[config.mk]
export PLATFORM = sky130hd
export DESIGN_NAME = ram_stream_reader
export DESIGN_NICKNAME = d
export VERILOG_FILES = /design/src/rtl/ram_stream_reader.sv
export SDC_FILE = /design/constraint.sdc
export NUM_CORES = 1
export LEC_CHECK = 0
export ABC_AREA = 1
export BUFFER_PORTS_ARGS = -buffer_cell sky130_fd_sc_hd__buf_4
export CAP_MARGIN = 10
export CORE_UTILIZATION = 60
export DETAILED_ROUTE_END_ITERATION = 8
export PLACE_DENSITY = 0.82
export RECOVER_POWER = 50
export SYNTH_ARGS = -nofsm -noshare
export SYNTH_HDL_FRONTEND = slang
export SYNTH_SLANG_ARGS = --single-unit
[constraint.sdc]
create_clock -name clk -period 3.6 [get_ports clk]
set_input_delay 0.18 -clock clk [delete_from_list [all_inputs] [get_ports clk]]
set_output_delay 0.18 -clock clk [all_outputs]
set_load 0.01 [all_outputs]
[src/rtl/ram_stream_reader.sv]
// rtl/ram_stream_reader.sv - sweeps a ram address window and re-emits each byte as a valid/ready stream
// Reads are credit-limited so the elastic FIFO can absorb every in-flight word under backpressure.
module ram_stream_reader #(
  parameter int ADDR_W = 10,
  parameter int DATA_W = 8,
  parameter int RD_LAT = 1,
  parameter int FIFO_D = 4
) (
  input  logic              clk,
  input  logic              rst_n,
  input  logic              start,
  input  logic [ADDR_W-1:0] base_addr,
  input  logic [ADDR_W:0]   length,
  input  logic              abort,
  output logic              busy,
  output logic              done,
  output logic [ADDR_W-1:0] ram_addr,
  output logic              ram_wren,
  output logic [DATA_W-1:0] ram_wdata,
  input  logic [DATA_W-1:0] ram_q,
  output logic [DATA_W-1:0] m_data,
  output logic              m_valid,
  input  logic              m_ready,
  output logic              m_last
);
  localparam int PW  = (FIFO_D > 1) ? $clog2(FIFO_D) : 1;
  localparam int FCW = $clog2(FIFO_D + 1);
  localparam int CW  = $clog2(FIFO_D + RD_LAT + 1);

  typedef enum logic [1:0] {IDLE, READ, DRAIN, DONE} state_t;

  state_t            state;
  logic [ADDR_W-1:0] addr_q;
  logic [ADDR_W:0]   len;
  logic [ADDR_W:0]   issue_cnt;
  logic [ADDR_W:0]   acc_cnt;
  logic [RD_LAT-1:0] tag;
  logic [DATA_W-1:0] mem [FIFO_D];
  logic [PW-1:0]     wr_ptr;
  logic [PW-1:0]     rd_ptr;
  logic [FCW-1:0]    fifo_count;
  logic [CW-1:0]     inflight;
  logic              kick;
  logic              issue;
  logic              push;
  logic              pop;
  logic              flush;

  function automatic logic [PW-1:0] ptr_inc(input logic [PW-1:0] p);
    return (p == PW'(FIFO_D - 1)) ? '0 : p + PW'(1);
  endfunction

  always_comb begin
    inflight = '0;
    for (int i = 0; i < RD_LAT; i++) inflight = inflight + CW'(tag[i]);
  end

  assign kick  = (state == IDLE) && start && (length != '0);
  assign flush = abort && ((state == READ) || (state == DRAIN));
  // A read is only issued when its word is guaranteed a FIFO slot on arrival.
  assign issue = kick || ((state == READ) && !abort &&
                          ((CW'(fifo_count) + inflight) < CW'(FIFO_D)));
  assign push  = tag[RD_LAT-1];
  assign pop   = m_valid && m_ready;

  // The first read leaves on the start edge itself, so the window base bypasses addr_q.
  assign ram_addr  = ((state == IDLE) && start) ? base_addr : addr_q;
  assign ram_wren  = 1'b0;
  assign ram_wdata = '0;
  assign busy      = (state != IDLE);
  assign m_valid   = (fifo_count != '0);
  assign m_data    = mem[rd_ptr];
  assign m_last    = m_valid && (acc_cnt == len - (ADDR_W+1)'(1));

  always_ff @(posedge clk or negedge rst_n) begin
    if (!rst_n) begin
      state     <= IDLE;
      done      <= 1'b0;
      addr_q    <= '0;
      len       <= '0;
      issue_cnt <= '0;
      acc_cnt   <= '0;
    end else begin
      done <= (state == DONE);
      case (state)
        IDLE: if (start) begin
          len     <= length;
          acc_cnt <= '0;
          if (length == '0) begin
            state <= DONE;
          end else begin
            addr_q    <= base_addr + ADDR_W'(1);
            issue_cnt <= (ADDR_W+1)'(1);
            state     <= (length == (ADDR_W+1)'(1)) ? DRAIN : READ;
          end
        end
        READ: if (abort) begin
          state <= IDLE;
        end else begin
          if (issue) begin
            addr_q    <= addr_q + ADDR_W'(1);
            issue_cnt <= issue_cnt + (ADDR_W+1)'(1);
            if (issue_cnt == len - (ADDR_W+1)'(1)) state <= DRAIN;
          end
          if (pop) acc_cnt <= acc_cnt + (ADDR_W+1)'(1);
        end
        DRAIN: if (abort) begin
          state <= IDLE;
        end else if (pop) begin
          acc_cnt <= acc_cnt + (ADDR_W+1)'(1);
          if (acc_cnt == len - (ADDR_W+1)'(1)) state <= DONE;
        end
        default: state <= IDLE;
      endcase
    end
  end

  always_ff @(posedge clk or negedge rst_n) begin
    if (!rst_n) begin
      tag        <= '0;
      wr_ptr     <= '0;
      rd_ptr     <= '0;
      fifo_count <= '0;
      for (int i = 0; i < FIFO_D; i++) mem[i] <= '0;
    end else if (flush) begin
      tag        <= '0;
      wr_ptr     <= '0;
      rd_ptr     <= '0;
      fifo_count <= '0;
    end else begin
      tag[0] <= issue;
      for (int i = 1; i < RD_LAT; i++) tag[i] <= tag[i-1];
      if (push) begin
        mem[wr_ptr] <= ram_q;
        wr_ptr      <= ptr_inc(wr_ptr);
      end
      if (pop) rd_ptr <= ptr_inc(rd_ptr);
      if (push && !pop) fifo_count <= fifo_count + FCW'(1);
      else if (!push && pop) fifo_count <= fifo_count - FCW'(1);
    end
  end

  fifo_no_overflow: assert property (@(posedge clk) disable iff (!rst_n)
    !(push && !pop && !flush && (fifo_count == FCW'(FIFO_D))));

endmodule

==> flow_summary_export.csv, run 1 <==
group,metric,value,unit
worst_setup_path,start_kind,"flip-flop",
job,maxCapViolCount,1,
routing,vias,4983,
final_layout,antenna_cells,0,
placement,dpl_cell_area,5750,um2
worst_setup_path,worst_setup_path_end_kind,"flip-flop",
worst_setup_path,critPathSlowestCell,"nand2_1",
die,start_util,63.2,%
pwr,power_density,826,nW/um2
routing,final_antenna_net_count,0,
cts,numCtsBuffers,9,
pwr,leakage,2.96,nW
die,io_pins,65,
synth,yosysSeqAreaShare,40.6,%
status,violations,"capacitance limit, slew limit",
cts,clk_path_buf_depth,2,
worst_setup_path,critPathBufInv,4,
worst_setup_path,critical_path_required,3.88,ns
sta,tightest_slew,2.15,ns
min_path,hp-class,"input pin to flip-flop",
routing,drt_iter0_drc,334,
cts,cts_setup_buffers,0,
worst_setup_path,arrival,2.87,ns
global_routing,overflow,0,
pwr,total_power,4.91,mW
final_layout,drive_gt1_share,12.1,%
die,fp.dieH,96.0,um
sta,hold_violations,0,
synth,synth-async-reset-ratio,100,%
pwr,ir_drop,415,uV
sta,maxSlewHeadroom,-43.6,%
worst_setup_path,worstReg2RegStart,"state[0]$_DFFE_PN0P_",
worst_setup_path,crit_top_cell,"inv_1",
status,run_status,"finished, violations left",
cts,path_clk_slew,0.09,ns
global_routing,grt_use_total,30.9,%
die,die_w,96.0,um
placement,routabilityCongestion,0.915,
cts,cts.hold.buffers_added,0,
cts,clock-sinks,86,
sta,setup_viol,0,
sta,period_share,71.8,%
die,fp.coreArea,8380,um2
synth,ys_types,39,
sta,maxSlewViolCount,87,
synth,yosysTopAreaCellShare,40.6,%
final_layout,syn_to_final_growth,12.2,%
die,die-area,9210,um2
sta,fin_crit,2.58,ns
placement,dp_hpwl,9.69,mm
synth,netlist_instances,735,
synth,synth.top_cells.by_count,"nand2_1 (197), o21ai_0 (102), inv_1 (87), dfrtp_1 (86), nor2_1 (68)",
synth,ys.flop_type,"dfrtp_1",
die,rows,33,
synth,synth_edf_count,0,
routing,routed_wl,13.0,mm
synth,post-synth-top-count-cell,"nand2_1",
min_path,worstHoldStart,"length[5]",
worst_setup_path,slowest_delay,0.45,ns
cts,clk_latency,0.36,ns
worst_setup_path,startpoint,"state[0]$_DFFE_PN0P_",
sta,fin_worst_skew,0.0104,ns
synth,syn_avg_cell_area,7.21,um2
cts,post_cts_resized,0,
global_routing,grt_max_degree,87,
synth,netlist_top_cells_area,"dfrtp_1 (41%), nand2_1 (14%), o21ai_0 (9.6%)",
global_routing,grt_pass1_wl,22.0,mm
cts,h-tree-depth,3,
global_routing,grt_antenna_before_repair,0,
routing,dr.pass1.iters,7,
cts,cts-root-buf,"clkbuf_8",
placement,port_buffers,55,
routing,vias_per_cell,5.56,
sta,fmax,387,MHz
synth,synth_top_area_cell,"dfrtp_1",
worst_setup_path,path_class,"flip-flop to flip-flop",
routing,routedWlPerCell,14.5,um
synth,synth_warnings,0,
final_layout,final_nets,834,
sta,tns,0,ns
sta,holdWs,0.0439,ns
worst_setup_path,path_max_fanout,26,
worst_setup_path,path_cells,"inv_1 -> ha_1 -> nand2_1 -> inv_1 -> a21boi_1 -> nand2_2 -> nand3_4 -> inv_2 -> nand2_1 -> inv_1 -> nor3_1",
global_routing,grt_pass1_vias,4833,
placement,place_ws,1.05,ns
sta,setup_ws,1.02,ns
synth,yosys_register_bits,86,
worst_setup_path,cp_top_family,"simple AND/OR/NAND/NOR gates",
final_layout,final_area,5950,um2
routing,drc_errors,0,
sta,rsz0062_at_grt,"false",
synth,syn_area,5300,um2
cts,cts_tree,"done",
-- power breakdown --
part | switching, mW | internal [mW] | total (mW)
Combinational | 1.60 | 0.921 | 2.52
Clock | 0.360 | 0.384 | 0.744
Sequential | 0.320 | 1.33 | 1.65
-- final cells by class --
type                    instances  area, um2
multi-input cells             538       2670
fillers                       715       2440
flip-flops and latches         86       2150
repair buffers                 57        418
inverters                      94        354
clock buffers                  13        169
well taps                     105        131
clock inverters                 3       47.5
-- cells in the final DEF (no fill, tap or decap), types with 9 or more instances in the layout --
cell type  instances
o22ai_1           10
conb_1             9
nor2_1            68
nand2_1          198
inv_1             88
xor2_1            13
a21oi_1           12
clkbuf_8          12
nand3_1           48
buf_4             54
dfrtp_1           86
nor3_1            14
o21ai_0          102
ha_1              13
-- through the flow --
stage / utilization, % / instances
after floorplan: - / 743
after global placement: 68.6 / 880
after detailed placement: 68.6 / 880
after CTS: 71.1 / 896
after global routing: 70.9 / 896
final: 70.9 / 896
-- state kept, by name (all words and copies together) (netlist names) --
name        cells
fifo_count      3
acc_cnt        11
addr_q         10
mem            32
len            11
push            1
issue_cnt      11
rd_ptr          2
state           2
done            1
wr_ptr          2
-- logic make-up after synthesis --
family / Yosys count / synth area share (%)
buf+inv: 119 / 9.37
fa+ha+maj: 14 / 3.45
other cells: 1 / 0.0708
flops: 86 / 40.6
xor+xnor: 17 / 3.09
compound gates: 138 / 14.0
simple gates: 360 / 29.4
-- tightest hold or removal path, cell delays in order --
cell and delay [ns]:
buf_4 0.08, nand2_1 0.04, o21ai_0 0.06
-- routing by layer --
metal / routed length [um] / vias to the layer above / part of all wire [%] / track usage [%]
li1: - / 2459 / - / -
met1: 5860 / 2293 / 45 / 41.3
met2: 6020 / 209 / 46 / 50.3
met3: 853 / 22 / 6.6 / 5.53
met4: 224 / 0 / 1.7 / 11.4
met5: 0 / - / 0 / 0
-- final timing paths --
path,slack (ns),cells after the start,end
max,1.02,11,issue_cnt[4]$_DFFE_PN0P_
min,0.04,3,len[5]$_DFFE_PN0P_
max reg2reg,1.02,11,issue_cnt[4]$_DFFE_PN0P_
min reg2reg,0.49,2,mem[16]$_DFFE_PN0P_
max in group asynchronous,1.89,1,len[0]$_DFFE_PN0P_
min in group asynchronous,0.42,1,wr_ptr[0]$_DFFE_PN0P_
(Power assumes the default switching activity.)
==> run 2, diff against run 1 <==
--- a/config.mk
+++ b/config.mk
@@ -5,12 +5,12 @@
 export SDC_FILE = /design/constraint.sdc
 export NUM_CORES = 1
 export LEC_CHECK = 0
-export ABC_AREA = 1
+export ABC_AREA = 0
 export BUFFER_PORTS_ARGS = -buffer_cell sky130_fd_sc_hd__buf_4
 export CAP_MARGIN = 10
-export CORE_UTILIZATION = 60
+export CORE_UTILIZATION = 59
 export DETAILED_ROUTE_END_ITERATION = 8
-export PLACE_DENSITY = 0.82
+export PLACE_DENSITY = 0.81
 export RECOVER_POWER = 50
 export SYNTH_ARGS = -nofsm -noshare
 export SYNTH_HDL_FRONTEND = slang
==> constraint.sdc (replaced) <==
create_clock -name clk -period 2.4 [get_ports clk]
set_input_delay 0.12 -clock clk [delete_from_list [all_inputs] [get_ports clk]]
set_output_delay 0.12 -clock clk [all_outputs]
set_load 0.01 [all_outputs]
==> run 2 against run 1 <==
Compared with the run above: the run ends with DRC, setup timing left; critical path depth is 3 lower; die area is 3.8% higher; synthesized cell count is 28% lower; sequential power is 57% higher; register-to-register slack worse by 1.0 ns; sequential share of layout area is 3.9 points lower; non-clock buffer count is 56 higher.
==> flow_summary_export.csv, run 2 <==
group,metric,value,unit
final_layout,antenna_cells,0,
routing,routedWlPerCell,18.1,um
sta,tightest_slew,1.23,ns
synth,yosysTopAreaCellShare,39.7,%
routing,vias,4503,
routing,drc_errors,6,
cts,h-tree-depth,3,
final_layout,fill_cells,578,
worst_setup_path,arrival,2.59,ns
status,violations,"DRC, setup timing",
global_routing,grt_antenna_before_repair,0,
cts,cts_tree,"done",
die,fp.coreArea,8810,um2
routing,vias_per_cell,6.12,
pwr,power_density,1250,nW/um2
synth,synth_top_area_cell,"dfrtp_1",
global_routing,grt_use_total,29.0,%
cts,clk_path_buf_depth,2,
worst_setup_path,path_class,"flip-flop to primary output",
worst_setup_path,critical_path_required,2.28,ns
status,run_status,"finished, violations left",
synth,yosysSeqAreaShare,39.7,%
final_layout,regMostFlops,"mem",
die,die_w,97.8,um
synth,synth_warnings,0,
worst_setup_path,path_cells,"or4_4 -> buf_6 -> nor4_4 -> xnor2_1 -> nor2_1 -> a211oi_1 -> nor4bb_2 -> buf_4",
routing,routed_wl,13.3,mm
job,maxCapViolCount,0,
worst_setup_path,slowest_delay,0.60,ns
cts,cts-root-buf,"clkbuf_8",
routing,final_antenna_net_count,0,
pwr,leakage,2.91,nW
routing,dr.pass1.iters,7,
die,die-area,9570,um2
sta,setup_viol,6,
sta,period_share,113,%
pwr,ir_drop,714,uV
synth,ys.flop_type,"dfrtp_1",
cts,numCtsBuffers,9,
sta,fin_worst_skew,0.0110,ns
synth,ys_types,66,
worst_setup_path,worst_setup_path_end_kind,"primary output",
synth,syn_area,5420,um2
min_path,hp-class,"input pin to flip-flop",
die,rows,34,
routing,drt_iter0_drc,211,
cts,clock-sinks,86,
final_layout,syn_to_final_growth,23.0,%
synth,yosys_register_bits,86,
sta,rsz0062_at_grt,"true",
worst_setup_path,path_max_fanout,7,
synth,synth-async-reset-ratio,100,%
placement,routabilityCongestion,0.849,
sta,maxSlewHeadroom,18.2,%
global_routing,use_met1,39.5,%
synth,synth_edf_count,0,
global_routing,met3_usage,4.44,%
synth,netlist_instances,526,
final_layout,largest_reg_flops,32,
worst_setup_path,start_kind,"flip-flop",
placement,dp_hpwl,9.47,mm
worst_setup_path,critPathSlowestCell,"or4_4",
sta,fin_crit,2.71,ns
synth,syn_avg_cell_area,10.3,um2
sta,tns,-0.868,ns
sta,setup_ws,-0.314,ns
sta,maxSlewViolCount,0,
synth,netlist_top_cells_area,"dfrtp_1 (40%), mux2_2 (11%), xor2_1 (3.7%)",
synth,synth.top_cells.by_count,"dfrtp_1 (86), mux2_2 (55), nand2_1 (46), nor2_1 (35), xor2_1 (23)",
synth,post-synth-top-count-cell,"dfrtp_1",
global_routing,overflow,0,
cts,clk_latency,0.37,ns
sta,fmax,369,MHz
global_routing,grt_max_degree,49,
die,fp.dieH,97.8,um
final_layout,final_nets,671,
final_layout,utilization,75.6,%
die,io_pins,65,
worst_setup_path,cp_top_family,"simple AND/OR/NAND/NOR gates",
global_routing,grt_pass1_wl,21.9,mm
final_layout,final_cell_mix,"buf_4 (91), dfrtp_1 (86), mux2_2 (55), nand2_1 (45), nor2_1 (33)",
global_routing,grtUsageMet2,47.7,%
sta,hold_violations,0,
sta,holdWs,0.0100,ns
placement,port_buffers,55,
global_routing,grt_most_used_layer,"met2",
final_layout,drive_gt1_share,34.1,%
worst_setup_path,critPathBufInv,2,
die,start_util,61.5,%
final_layout,final_common_cell,"buf_4",
cts,path_clk_slew,0.10,ns
global_routing,grt_pass1_vias,4448,
[run 2: worst paths after layout]
check	from	to	slack, ns	depth (start not counted)
max	len[4]$_DFFE_PN0P_	m_last	-0.31	8
min	ram_q[5]	mem[5]$_DFFE_PN0P_	0.01	2
max reg2reg	len[4]$_DFFE_PN0P_	state[0]$_DFFE_PN0P_	-0.03	7
min reg2reg	mem[12]$_DFFE_PN0P_	mem[12]$_DFFE_PN0P_	0.51	1
max in group asynchronous	rst_n	mem[29]$_DFFE_PN0P_	0.55	3
min in group asynchronous	rst_n	len[5]$_DFFE_PN0P_	0.54	2
[run 2: cell families (layout without fill, tap and decap cells)]
kind of cell | after synthesis | in the layout | share of synthesized area [%]
AOI/OAI and AO/OA | 93 | 93 | 12.3
DFF | 86 | 86 | 39.7
adders and majority gates | 14 | 14 | 3.37
and+or+nand+nor | 161 | 161 | 15.5
other | 1 | 9 | 0.0692
buffers and inverters | 56 | 150 | 5.11
muxes | 72 | 72 | 16.4
xor gates and xnor gates | 43 | 43 | 7.49
[run 2: routing by layer]
layer	wire (um)	up-vias	part of all wire (%)
li1	-	2093	-
met5	0	-	0
met1	5750	2245	43
met4	255	0	1.9
met3	718	17	5.4
met2	6570	148	49
[run 2: layout make-up]
cell class | instances | area [um2] | area share, %
clock buffer | 9 | 124 | 1.86
clock inverter | 7 | 113 | 1.69
inverter | 21 | 78.8 | 1.18
multi-input combinational | 392 | 3180 | 47.8
sequential | 86 | 2150 | 32.3
tap | 108 | 135 | 2.03
timing repair buffer | 113 | 873 | 13.1
[run 2: power breakdown]
| group | leakage [nW] | internal (mW) | switching [mW] |
|---|---|---|---|
| sequential | 1.08 | 2.01 | 0.575 |
| combinational | 1.72 | 2.31 | 2.20 |
| clock | 0.115 | 0.610 | 0.589 |
[run 2: per-stage QoR]
step	total power [mW]	cells	cell area (um2)	setup slack [ns]
6_report	8.30	736	6660	-0.314
5_1_grt	8.84	736	6660	-0.447
2_1_floorplan	5.32	534	5470	-0.0212
4_1_cts	8.17	736	6590	-0.269
3_3_place_gp	6.62	706	6150	-0.0428
3_5_place_dp	6.80	706	6150	-0.0984
[run 2: what timing repair did]
| action | 4_1_cts | 5_1_grt |
|---|---|---|
| pin swaps | 8 | 0 |
| resized for setup | 14 | 18 |
| endpoints found under the setup margin | 5 | 18 |
| hold buffers | 12 | 0 |
| hold endpoints to repair | 57 | 0 |
| setup buffers | 2 | 0 |
==> run 3, diff against run 2 <==
--- a/config.mk
+++ b/config.mk
@@ -12,6 +12,7 @@
 export DETAILED_ROUTE_END_ITERATION = 8
 export PLACE_DENSITY = 0.81
 export RECOVER_POWER = 50
+export REMOVE_ABC_BUFFERS = 1
 export SYNTH_ARGS = -nofsm -noshare
 export SYNTH_HDL_FRONTEND = slang
 export SYNTH_SLANG_ARGS = --single-unit
==> run 3 against run 2 <==
Compared with the run above: clock power is 13% lower; the flow still finishes with violations (DRC, setup timing); global-route usage is 3.7 points higher; first-iteration DRC count is 140% higher; total power is 5.7% higher; non-clock buffer count is 23 higher; sequential cell count stayed put; register-to-register slack worse by 0.17 ns; sequential power is 2% higher; via count is 7.8% higher; largest power group unchanged; sequential share of layout area is 0.83 points lower; core utilization is 2.0 points higher; combinational power is 13% higher.
==> flow_summary_export.csv, run 3 (synthesis results as in run 2) <==
group,metric,value,unit
status,run_status,"finished, violations left",
status,violations,"DRC, setup timing",
global_routing,grt_pass1_vias,4698,
job,maxCapViolCount,0,
worst_setup_path,critPathSlowestCell,"dfrtp_2",
sta,rsz0062_at_grt,"true",
cts,cts-root-buf,"clkbuf_8",
cts,clock-sinks,86,
pwr,ir_drop,825,uV
final_layout,regMostFlops,"mem",
global_routing,grtUsageMet2,53.5,%
die,start_util,61.5,%
die,fp.dieH,97.8,um
cts,path_clk_slew,0.11,ns
routing,routed_wl,15.5,mm
cts,clk_latency,0.37,ns
pwr,leakage,3.06,nW
sta,tightest_slew,1.06,ns
routing,drt_iter0_drc,505,
worst_setup_path,cp_top_family,"simple AND/OR/NAND/NOR gates",
placement,port_buffers,55,
final_layout,largest_reg_flops,32,
worst_setup_path,path_max_fanout,5,
routing,routedWlPerCell,20.4,um
die,io_pins,65,
min_path,hold_depth,2,
final_layout,final_cell_mix,"buf_4 (108), dfrtp_1 (85), mux2_2 (55), nand2_1 (46), nor2_1 (33)",
sta,hold_violations,0,
sta,tns,-1.72,ns
worst_setup_path,worst_setup_path_end_kind,"primary output",
worst_setup_path,path_class,"flip-flop to primary output",
worst_setup_path,worstSetupPathDepth,9,
sta,maxSlewViolCount,0,
worst_setup_path,r2r_cells,8,
global_routing,grt_max_degree,45,
global_routing,grt_pass1_wl,24.2,mm
worst_setup_path,slowest_delay,0.46,ns
cts,h-tree-depth,3,
placement,dp_hpwl,9.51,mm
min_path,hp-class,"input pin to flip-flop",
worst_setup_path,start_kind,"flip-flop",
final_layout,final_common_cell,"buf_4",
worst_setup_path,critPathBufInv,3,
worst_setup_path,critical_path_required,2.28,ns
cts,clk_path_buf_depth,2,
final_layout,antenna_cells,0,
worst_setup_path,path_cells,"buf_4 -> nor4_4 -> buf_4 -> nand2_1 -> xnor2_1 -> nor3_1 -> o211ai_1 -> nor4bb_4 -> buf_4",
sta,fin_crit,2.76,ns
global_routing,grt_use_total,32.6,%
global_routing,met3_usage,6.08,%
die,fp.coreArea,8810,um2
cts,numCtsBuffers,9,
routing,dr.pass1.iters,7,
routing,final_antenna_net_count,0,
final_layout,drive_gt1_share,36.6,%
die,die_w,97.8,um
global_routing,use_met1,41.1,%
placement,routabilityCongestion,0.917,
die,die-area,9570,um2
global_routing,overflow,0,
routing,vias_per_cell,6.39,
placement,place_ws,-0.242,ns
routing,drc_errors,10,
routing,vias,4853,
global_routing,grt_most_used_layer,"met2",
sta,period_share,115,%
sta,setup_ws,-0.362,ns
sta,maxSlewHeadroom,29.6,%
sta,fmax,362,MHz
pwr,power_density,1280,nW/um2
worst_setup_path,arrival,2.64,ns
sta,fin_worst_skew,0.0150,ns
sta,setup_viol,7,
final_layout,final_nets,694,
global_routing,grt_antenna_before_repair,0,
worst_setup_path,crit_top_cell,"buf_4",
final_layout,fill_cells,529,
final_layout,syn_to_final_growth,26.3,%
die,rows,34,
cts,cts_tree,"done",
==> run 3: changes by cell type in the layout (fill, tap and decap cells not counted), moves of 2 or more <==
cell,delta
buf_4,+17
buf_6,+6
bufinv_16,-2
clkinv_4,+2
inv_8,+2
==> run 3: layout make-up <==
class / instances / area (um2) / share of cell area, %
Sequential cell: 86 / 2150 / 31.5
Tap cell: 108 / 135 / 1.98
Clock inverter: 7 / 76.3 / 1.12
Clock buffer: 9 / 124 / 1.81
Inverter: 21 / 78.8 / 1.15
Multi-Input combinational cell: 392 / 3200 / 46.8
Timing Repair Buffer: 136 / 1070 / 15.7
==> run 3: report_power, final <==
part,internal (mW),leakage (nW),switching [mW],total (mW)
clock network,0.414,0.103,0.624,1.04
registers,2.02,1.08,0.631,2.65
logic,2.60,1.87,2.50,5.09
total,5.03,3.06,3.75,8.78
==> run 3: worst reg2reg max path, stage by stage (launching register included) <==
cell and delay, ns:
dfrtp_2 0.46, buf_4 0.16, nor4_4 0.39, nand2_1 0.17
a32o_1 0.32, or4_4 0.55, o21ai_4 0.16, o211ai_1 0.13
o2bb2ai_1 0.18
==> run 3: stage by stage <==
stage / std cells / hold WS, ns / utilization (%) / area (um2) / power [mW]
finish: 759 / 0.000973 / 77.6 / 6840 / 8.78
global route: 759 / 0.0124 / 77.6 / 6840 / 9.22
CTS: 756 / 0.00339 / 76.6 / 6750 / 8.36
detailed placement: 706 / 0.153 / 69.7 / 6140 / 6.85
global placement: 706 / 0.140 / 69.7 / 6140 / 6.66
floorplan: 499 / -0.176 / - / 5250 / 5.13
==> run 3: metal layers <==
metal | wire length [um] | vias up
li1 | - | 2138
met1 | 6200 | 2398
met2 | 7480 | 255
met3 | 1180 | 62
met4 | 644 | 0
met5 | 0 | -
==> run 3: final timing paths <==
| path | from | to | slack [ns] |
|---|---|---|---|
| setup reg to reg | len[0]$_DFFE_PN0P_ | state[0]$_DFFE_PN0P_ | -0.20 |
| hold / removal | ram_q[6] | mem[6]$_DFFE_PN0P_ | 0.001 |
| hold reg to reg | mem[7]$_DFFE_PN0P_ | mem[7]$_DFFE_PN0P_ | 0.51 |
| min in group asynchronous | rst_n | acc_cnt[7]$_DFFE_PN0P_ | 0.46 |
| setup / recovery | len[0]$_DFFE_PN0P_ | m_last | -0.36 |
| max in group asynchronous | rst_n | len[0]$_DFFE_PN0P_ | 0.64 |
==> run 3: what timing repair did <==
item	CTS	global route
pin swaps	12	10
hold buffers	12	0
hold endpoints to repair	54	0
setup endpoints to repair	3	17
buffers inserted	23	7
gates resized for setup	29	21
